$ cat src/rtl/pe_pkg.sv
// pe_pkg: shared constants and types for the 1-D convolution PE window feeder.
//   DW     - sample / filter-tap width in bits
//   WIN    - samples per window
//   TAPS   - filter taps
//   STRIDE - fresh samples needed per window after the first (WIN-TAPS+1)
//   OVL    - samples carried from one window into the next (TAPS-1)
//   state_e - feeder FSM state (FILL collects samples, HOLD presents a window)
package pe_pkg;
  localparam int DW     = 2;
  localparam int WIN    = 8;
  localparam int TAPS   = 3;
  localparam int STRIDE = WIN - TAPS + 1;
  localparam int OVL    = TAPS - 1;

  typedef enum logic {
    FILL = 1'b0,
    HOLD = 1'b1
  } state_e;
endpackage

$ cat src/rtl/pe_win_shiftreg.sv
// pe_win_shiftreg: WIN-slot sample register for the window feeder.
// Ports:
//   clk, rst_n  - clock, synchronous active-low reset (all slots cleared)
//   wr_en_i     - write wr_data_i into slot wr_idx_i
//   wr_idx_i    - slot index for the write
//   wr_data_i   - sample to write
//   shift_i     - overlap shift: top OVL slots move to slots 0..OVL-1, rest zeroed
//   clr_i       - clear every slot
//   win_o       - packed window, slot k in [DW*k +: DW], slot 0 oldest
// Priority when several controls are active: clear, then shift, then write.
module pe_win_shiftreg #(
  parameter int DW  = 2,
  parameter int WIN = 8,
  parameter int OVL = 2
) (
  input  logic                   clk,
  input  logic                   rst_n,
  input  logic                   wr_en_i,
  input  logic [$clog2(WIN)-1:0] wr_idx_i,
  input  logic [DW-1:0]          wr_data_i,
  input  logic                   shift_i,
  input  logic                   clr_i,
  output logic [DW*WIN-1:0]      win_o
);
  logic [DW-1:0] slot_q [WIN];
  logic [DW-1:0] slot_d [WIN];

  always_comb begin
    for (int i = 0; i < WIN; i++) slot_d[i] = slot_q[i];
    if (clr_i) begin
      for (int i = 0; i < WIN; i++) slot_d[i] = '0;
    end else if (shift_i) begin
      // The newest OVL samples become the oldest of the next window.
      for (int i = 0; i < OVL; i++) slot_d[i] = slot_q[WIN-OVL+i];
      for (int i = OVL; i < WIN; i++) slot_d[i] = '0;
    end else if (wr_en_i) begin
      slot_d[wr_idx_i] = wr_data_i;
    end
  end

  always_ff @(posedge clk) begin
    if (!rst_n) begin
      for (int i = 0; i < WIN; i++) slot_q[i] <= '0;
    end else begin
      for (int i = 0; i < WIN; i++) slot_q[i] <= slot_d[i];
    end
  end

  always_comb begin
    win_o = '0;
    for (int k = 0; k < WIN; k++) win_o[DW*k +: DW] = slot_q[k];
  end
endmodule

$ cat src/rtl/pe_window_feeder.sv
// pe_window_feeder: packs a stream of DW-bit samples into WIN-sample windows
// overlapping by TAPS-1 samples, each paired with a snapshot of the filter taps.
// Ports:
//   clk, rst_n          - clock, synchronous active-low reset
//   s_valid/s_ready     - sample handshake, s_data sample, s_last end of stream
//   f_load/f_data       - load new taps (tap k in [DW*k +: DW]) in any state
//   w_valid/w_ready     - window handshake; w_in packed window (slot 0 oldest),
//                         w_filter tap snapshot, w_last final window of a stream
//   dbg_state_o         - current FSM state, for observation only
// Handshakes: a transfer happens on a rising edge where valid && ready are both
// high; valid never depends on ready, and payload is held stable while
// valid && !ready. s_ready and w_valid come straight from the state register.
// Optional feature: define PE_FEED_FLUSH_EN to make s_last close a partial
// window (zero padded, w_last=1, no overlap carried). Without it s_last is
// ignored and w_last stays 0.
module pe_window_feeder
  import pe_pkg::*;
#(
  parameter int DW   = pe_pkg::DW,
  parameter int WIN  = pe_pkg::WIN,
  parameter int TAPS = pe_pkg::TAPS
) (
  input  logic               clk,
  input  logic               rst_n,
  input  logic               s_valid,
  output logic               s_ready,
  input  logic [DW-1:0]      s_data,
  input  logic               s_last,
  input  logic               f_load,
  input  logic [DW*TAPS-1:0] f_data,
  output logic               w_valid,
  input  logic               w_ready,
  output logic [DW*WIN-1:0]  w_in,
  output logic [DW*TAPS-1:0] w_filter,
  output logic               w_last,
  output state_e             dbg_state_o
);
  localparam int CNT_W  = $clog2(WIN);
  localparam int OVL_SZ = TAPS - 1;

  state_e             state_q, state_d;
  logic [CNT_W-1:0]   cnt_q, cnt_d;
  logic [DW*TAPS-1:0] taps_q;
  logic [DW*TAPS-1:0] snap_q, snap_d;
  logic               last_q, last_d;
  logic               flush_hit;
  logic               wr_en, shift_en, clr_en;

`ifdef PE_FEED_FLUSH_EN
  assign flush_hit = s_last;
`else
  logic unused_s_last;
  assign unused_s_last = s_last;
  assign flush_hit     = 1'b0;
`endif

  always_comb begin
    state_d  = state_q;
    cnt_d    = cnt_q;
    snap_d   = snap_q;
    last_d   = last_q;
    wr_en    = 1'b0;
    shift_en = 1'b0;
    clr_en   = 1'b0;
    case (state_q)
      FILL: begin
        if (s_valid) begin
          wr_en = 1'b1;
          cnt_d = cnt_q + CNT_W'(1);
          if (cnt_q == CNT_W'(WIN-1) || flush_hit) begin
            state_d = HOLD;
            // Taps loaded in this very cycle win over the stored taps.
            snap_d  = f_load ? f_data : taps_q;
            last_d  = flush_hit;
          end
        end
      end
      HOLD: begin
        if (w_ready) begin
          state_d = FILL;
          last_d  = 1'b0;
          if (last_q) begin
            // End of stream: next window starts from an empty register.
            clr_en = 1'b1;
            cnt_d  = '0;
          end else begin
            shift_en = 1'b1;
            cnt_d    = CNT_W'(OVL_SZ);
          end
        end
      end
      default: state_d = FILL;
    endcase
  end

  always_ff @(posedge clk) begin
    if (!rst_n) begin
      state_q <= FILL;
      cnt_q   <= '0;
      taps_q  <= '0;
      snap_q  <= '0;
      last_q  <= 1'b0;
    end else begin
      state_q <= state_d;
      cnt_q   <= cnt_d;
      snap_q  <= snap_d;
      last_q  <= last_d;
      if (f_load) taps_q <= f_data;
    end
  end

  pe_win_shiftreg #(
    .DW  (DW),
    .WIN (WIN),
    .OVL (OVL_SZ)
  ) u_shiftreg (
    .clk       (clk),
    .rst_n     (rst_n),
    .wr_en_i   (wr_en),
    .wr_idx_i  (cnt_q),
    .wr_data_i (s_data),
    .shift_i   (shift_en),
    .clr_i     (clr_en),
    .win_o     (w_in)
  );

  assign s_ready     = (state_q == FILL);
  assign w_valid     = (state_q == HOLD);
  assign w_filter    = snap_q;
  assign w_last      = last_q;
  assign dbg_state_o = state_q;
endmodule
$ cat config.mk
export PLATFORM = sky130hd
export DESIGN_NAME = pe_window_feeder
export DESIGN_NICKNAME = d
export VERILOG_FILES = /design/src/rtl/pe_pkg.sv /design/src/rtl/pe_win_shiftreg.sv /design/src/rtl/pe_window_feeder.sv
export SDC_FILE = /design/constraint.sdc
export NUM_CORES = 1
export LEC_CHECK = 0
export CAP_MARGIN = 20
export CORE_MARGIN = 10
export CORE_UTILIZATION = 46
export DETAILED_ROUTE_END_ITERATION = 7
export PLACE_DENSITY = 0.77
export SYNTH_ARGS = -nofsm -noshare
export SYNTH_HDL_FRONTEND = slang
export SYNTH_SLANG_ARGS = --single-unit
export TNS_END_PERCENT = 50
$ cat constraint.sdc
create_clock -name clk -period 1.59 [get_ports clk]
set_input_delay 0.318 -clock clk [delete_from_list [all_inputs] [get_ports clk]]
set_output_delay 0.318 -clock clk [all_outputs]
set_load 0.02 [all_outputs]
Word-level counts from Yosys, hierarchy flattened
Memories as Yosys holds them, arrays and structs flattened.
Cells that the tools add are included.
- $add $sub $neg: 1
- order comparisons: 2
- equal/unequal tests: 4
- mux-type cells: 37
- bitwise gates (word level): 10
- reduce and logical (&&, ||, !) cells: 4
- operators with widths (cell ; count):
    $mux W16 ; 3
    $mux W2 ; 10
    $bwmux W16 ; 1
    $mux W1 ; 16
    $or A1 B1 Y1 ; 8
    $demux W2 S3 ; 1
    $mux W3 ; 2
    $mux W6 ; 1
    $pmux W3 S2 ; 1
    $reduce_and A3 Y1 ; 2
    $ge A4 B4 Y1 const B ; 1
    $lt A4 B1 Y1 const B ; 1
    $ne A2 B2 Y1 const B ; 2
    $not A3 Y4 ; 1
    $pmux W1 S2 ; 2
    $add A3 B1 Y3 const B ; 1
    $eq A3 B3 Y1 const B ; 1
    $ne A2 B1 Y1 const B ; 1
    $reduce_and A2 Y1 ; 1
    $logic_and A1 B1 Y1 ; 1
    $not A1 Y1 ; 1
- flip-flop bits (word level): 17
- bits in writable memories: 16
- output and inout port bits: 26
- memories: 1
- memories (name ; words ; bits a word ; read ports ; clocked after Yosys merged registers in ; wr ports ; line ; source):
    u_shiftreg.slot_q ; 8 ; 2 ; 8 ; 0 ; 8 ; pe_win_shiftreg.sv:25 ; logic [DW-1:0] slot_q [WIN];

Longest topological paths before layout
- depth in word-level cells: 10
- mapped depth: 6

Modules after synthesis
From an unflattened synthesis, not the netlist that was laid out.
- cells, all modules: 140
- area total of the unflattened synthesis: 1381.3 um^2
- modules (own cells, without submodules) (module ; instances ; cells each ; area each (um^2)):
    pe_win_shiftreg ; 1 ; 75 ; 724.4
    pe_window_feeder ; 1 ; 65 ; 656.9

Worst setup path after synthesis
No wires, ideal clock.
- kind: register to register
- start: register state_q (netlist: dbg_state_o)
- end: memory u_shiftreg.slot_q[0][0]
- setup time: 124 ps
- arrival time: 1298 ps
- path slack: 168 ps
- stages on the path, launching flop included: 6
- buffers on the path: 2
- period minus slack after synthesis: 1422 ps
- path through: dfxtp_1 -> buf_6 -> or3b_1 -> buf_6 -> o311ai_2 -> a21boi_1
- RTL lines (what ; line ; source):
    from (decl) ; pe_window_feeder.sv:41 ; state_e state_q, state_d;
    from (signal assigned) ; pe_window_feeder.sv:104 ; state_q <= state_d;
    to (decl) ; pe_win_shiftreg.sv:25 ;

==> impl_metrics.csv <==
group,metric,value,unit
placement,dpl-instance-area,0.00182,mm^2
synthesis,synth_seq_cells,32,
run,cap_violations,0,
routing,vias,1247,
placement,hpwl,2600,um
placement,portBuffers,37,
routing,drt_pre_antenna_iters,4,
setup_path,cp.depth,4,
sta,drv_slew,0,
synthesis,syn_area,0.00141,mm^2
synthesis,synth_seq_area_share,45.4,%
synthesis,synth_xor_xnor_area_share,0,%
cts,post-cts-setup-buffers,0,
cts,cts.sink_count,32,
min_path,hold_class,"reg -> reg",
cells_and_area,final_util,62.6,%
setup_path,slowest_stage,"or3b_1",
cells_and_area,final_layout_size_suffix_gt1_share,13.8,%
synthesis,synth-edff-count,0,
power_and_ir_drop,peakVddDrop,654,uV
routing,wirelength,3400,um
floorplanning,rows,20,
cells_and_area,syn_to_final_growth,33.3,%
synthesis,synth_warnings,0,
synthesis,yosys.cell_count.top_type,"dfxtp_1",
sta,fin_skew,2.65,ps
cts,cts_buffers,5,
routing,drt_iter0_drc,150,
power_and_ir_drop,power.total,1.71,mW
setup_path,reg2reg_to,"w_filter[3]$_SDFFE_PN0P_",
setup_path,cp_cell_sequence,"clkdlybuf4s50_1 -> or3b_1 -> o311ai_2 -> a21boi_1",
sta,rsz0062_at_grt,"no",
synthesis,async_flop_share,0,%
floorplanning,start_util,47.0,%
routing,avgViaCountPerCell,5.64,
sta,fin_hold_ws,472,ps
synthesis,synth.largest_area_cell,"dfxtp_1",
power_and_ir_drop,pwr_density_cell,912,mW/mm^2
setup_path,crit_path_max_fanout,8,
grt,overflow,0,
setup_path,r2r_start,"cnt_q[1]$_SDFFE_PN0P_",
setup_path,arrival,1670,ps
floorplanning,die_area,0.00568,mm^2
sta,fmax,690,MHz
floorplanning,core_area,0.00300,mm^2
setup_path,crit_path_start,"s_valid",
synthesis,synthTopCellsByCount,"dfxtp_1 (32), a21oi_1 (12), nand2_1 (12), nand3_1 (8), nor2b_1 (8)",
status,status,"complete, no violations",
synthesis,synth.area.top_cells,"dfxtp_1 (45%), o211a_1 (5.0%), a21oi_1 (4.3%)",
cells_and_area,fin_area,0.00188,mm^2
synthesis,synth_compound_area_share,23.7,%
floorplanning,die_h,75.4,um
setup_path,crit_buf_inv,1,
cells_and_area,antenna_cells,0,
power_and_ir_drop,leakage,0.888,nW
routing,drc,0,
cts,path_clk_slew,90,ps
setup_path,endpoint,"u_shiftreg.slot_q[0][1]$_SDFFE_PN0P_",
synthesis,synth_nets,163,
synthesis,synthMuxAreaShare,5.06,%
sta,final.min_clock_period,1450,ps
routing,avgRoutedWirePerCell,15.4,um
synthesis,synthSimpleGateAreaFrac,17.7,%
grt,grt_pass1_wl,5570,um
synthesis,avgSynthCellArea,9.59,um^2
cts,insertion_delay,320,ps
sta,hold_viol_final,0,
sta,finalCritPeriodShare,91.1,%
sta,setup_viol,0,
floorplanning,die_x,75.4,um
synthesis,synth_top_family_by_area,"compound AO/OA/AOI/OAI gates",
setup_path,critPathRequiredTime,1810,ps
grt,grt_start_max_net_pins,17,
setup_path,worstSetupEndpointType,"flop",
grt,antenna_found_initial,0,
placement,gp_congestion,0.827,
synthesis,synthDistinctLibCells,35,
setup_path,start_kind,"input pin",
synthesis,synthCells,147,
floorplanning,pin_count,40,
cells_and_area,final_nets,203,
cts,cts_root_buffer,"clkbuf_4",
cts,htreeDepth,2,
synthesis,synth_top_area_share,45.4,%
cts,cts_buffer_depth,2,
synthesis,synth_fa_ha_area_share,1.77,%
setup_path,cp_top_family,"simple AND/OR/NAND/NOR gates",
setup_path,rrSetupSlack,140,ps
setup_path,rr_worst_depth,5,
cts,cts_tree,"built",
sta,setup_tns,0,ps
synthesis,ys.flop_type,"dfxtp_1",
setup_path,crit_type,"in -> reg",
grt,first_global_vias,1269,
grt,grtUsageTotal,12.5,%
routing,drtAntennaViolNets,0,
setup_path,max_stage_delay,510,ps
metal layers:
metal / GRT usage, % / wire length [um]
met1: 13.0 / 1420
met3: 7.16 / 385
met4: 5.15 / 76
met2: 20.4 / 1520
met5: 0 / 0
final cells by class:
| cell class | count | area (um^2) |
|---|---|---|
| clock buffers | 7 | 65.1 |
| clock inverters | 1 | 30.0 |
| fillers | 268 | 1120 |
| inverters | 1 | 3.75 |
| multi-input cells | 100 | 684 |
| flip-flops and latches | 32 | 641 |
| well taps | 33 | 41.3 |
| repair buffers | 47 | 414 |
worst min-delay path by stage:
stage | depth (start not counted) | endpoint | startpoint | slack [ps]
final | 2 | u_shiftreg.slot_q[2][1]$_SDFFE_PP0P_ | u_shiftreg.slot_q[2][1]$_SDFFE_PP0P_ | 470
after global routing | 2 | u_shiftreg.slot_q[2][1]$_SDFFE_PP0P_ | u_shiftreg.slot_q[2][1]$_SDFFE_PP0P_ | 510
after CTS | 2 | u_shiftreg.slot_q[2][1]$_SDFFE_PP0P_ | u_shiftreg.slot_q[2][1]$_SDFFE_PP0P_ | 480
after detailed placement | 2 | u_shiftreg.slot_q[2][1]$_SDFFE_PP0P_ | u_shiftreg.slot_q[2][1]$_SDFFE_PP0P_ | 460
after global placement | 2 | u_shiftreg.slot_q[2][0]$_SDFFE_PP0P_ | u_shiftreg.slot_q[2][0]$_SDFFE_PP0P_ | 460
after floorplan | 2 | u_shiftreg.slot_q[5][1]$_SDFFE_PP0P_ | rst_n | 480
where the power goes:
group | switching, mW | internal (mW)
registers | 0.0125 | 0.824
clock network | 0.269 | 0.417
logic | 0.103 | 0.0883
state kept, by name, indices dropped and copies added (netlist names):
| name | cells |
|---|---|
| cnt_q | 3 |
| dbg_state_o | 1 |
| taps_q | 6 |
| u_shiftreg.slot_q | 16 |
| w_filter | 6 |
stage by stage:
stage | std cells | setup WS (ps)
floorplan | 147 | 168
global placement | 213 | -169
detailed placement | 213 | -215
CTS | 221 | 130
global route | 221 | 52.6
finish | 221 | 141
cells in the final DEF (no fill, tap or decap), types with 2 or more instances in the layout:
master            n
dfxtp_1          32
ha_1              2
nand2b_1          3
mux2i_1           6
nand2_1          12
a21boi_1          4
nand4_1           4
o21ai_0           7
clkbuf_4          5
o211a_1           7
nand3_1           8
clkbuf_8          2
and3b_2           2
o311ai_2          2
o211ai_1          2
nor2b_1           8
a32oi_1           4
o31ai_1           2
o21ai_1           3
dlygate4sd2_1    25
nor2_1            2
clkdlybuf4s50_1  12
a21oi_1          12
buf_4            10
cells by family after synthesis:
family	Yosys count
AO/OA/AOI/OAI	46
adder cells (fa/ha/maj)	2
buffers and inverters	15
flip-flops	32
multiplexers	7
other	1
AND/OR/NAND/NOR	44
worst reg2reg max path, cell delays in order, from the launching register on:
cell and delay (ps):
dfxtp_1 440, ha_1 190, ha_1 140, and3b_2 340, nand2_1 100, o211a_1 140
what timing repair did:
item | in CTS | in global routing
hold buffers | 0 | 0
resized for setup | 25 | 0
endpoints found under the setup margin | 25 | 0
Power figures use the tool's default switching activity.
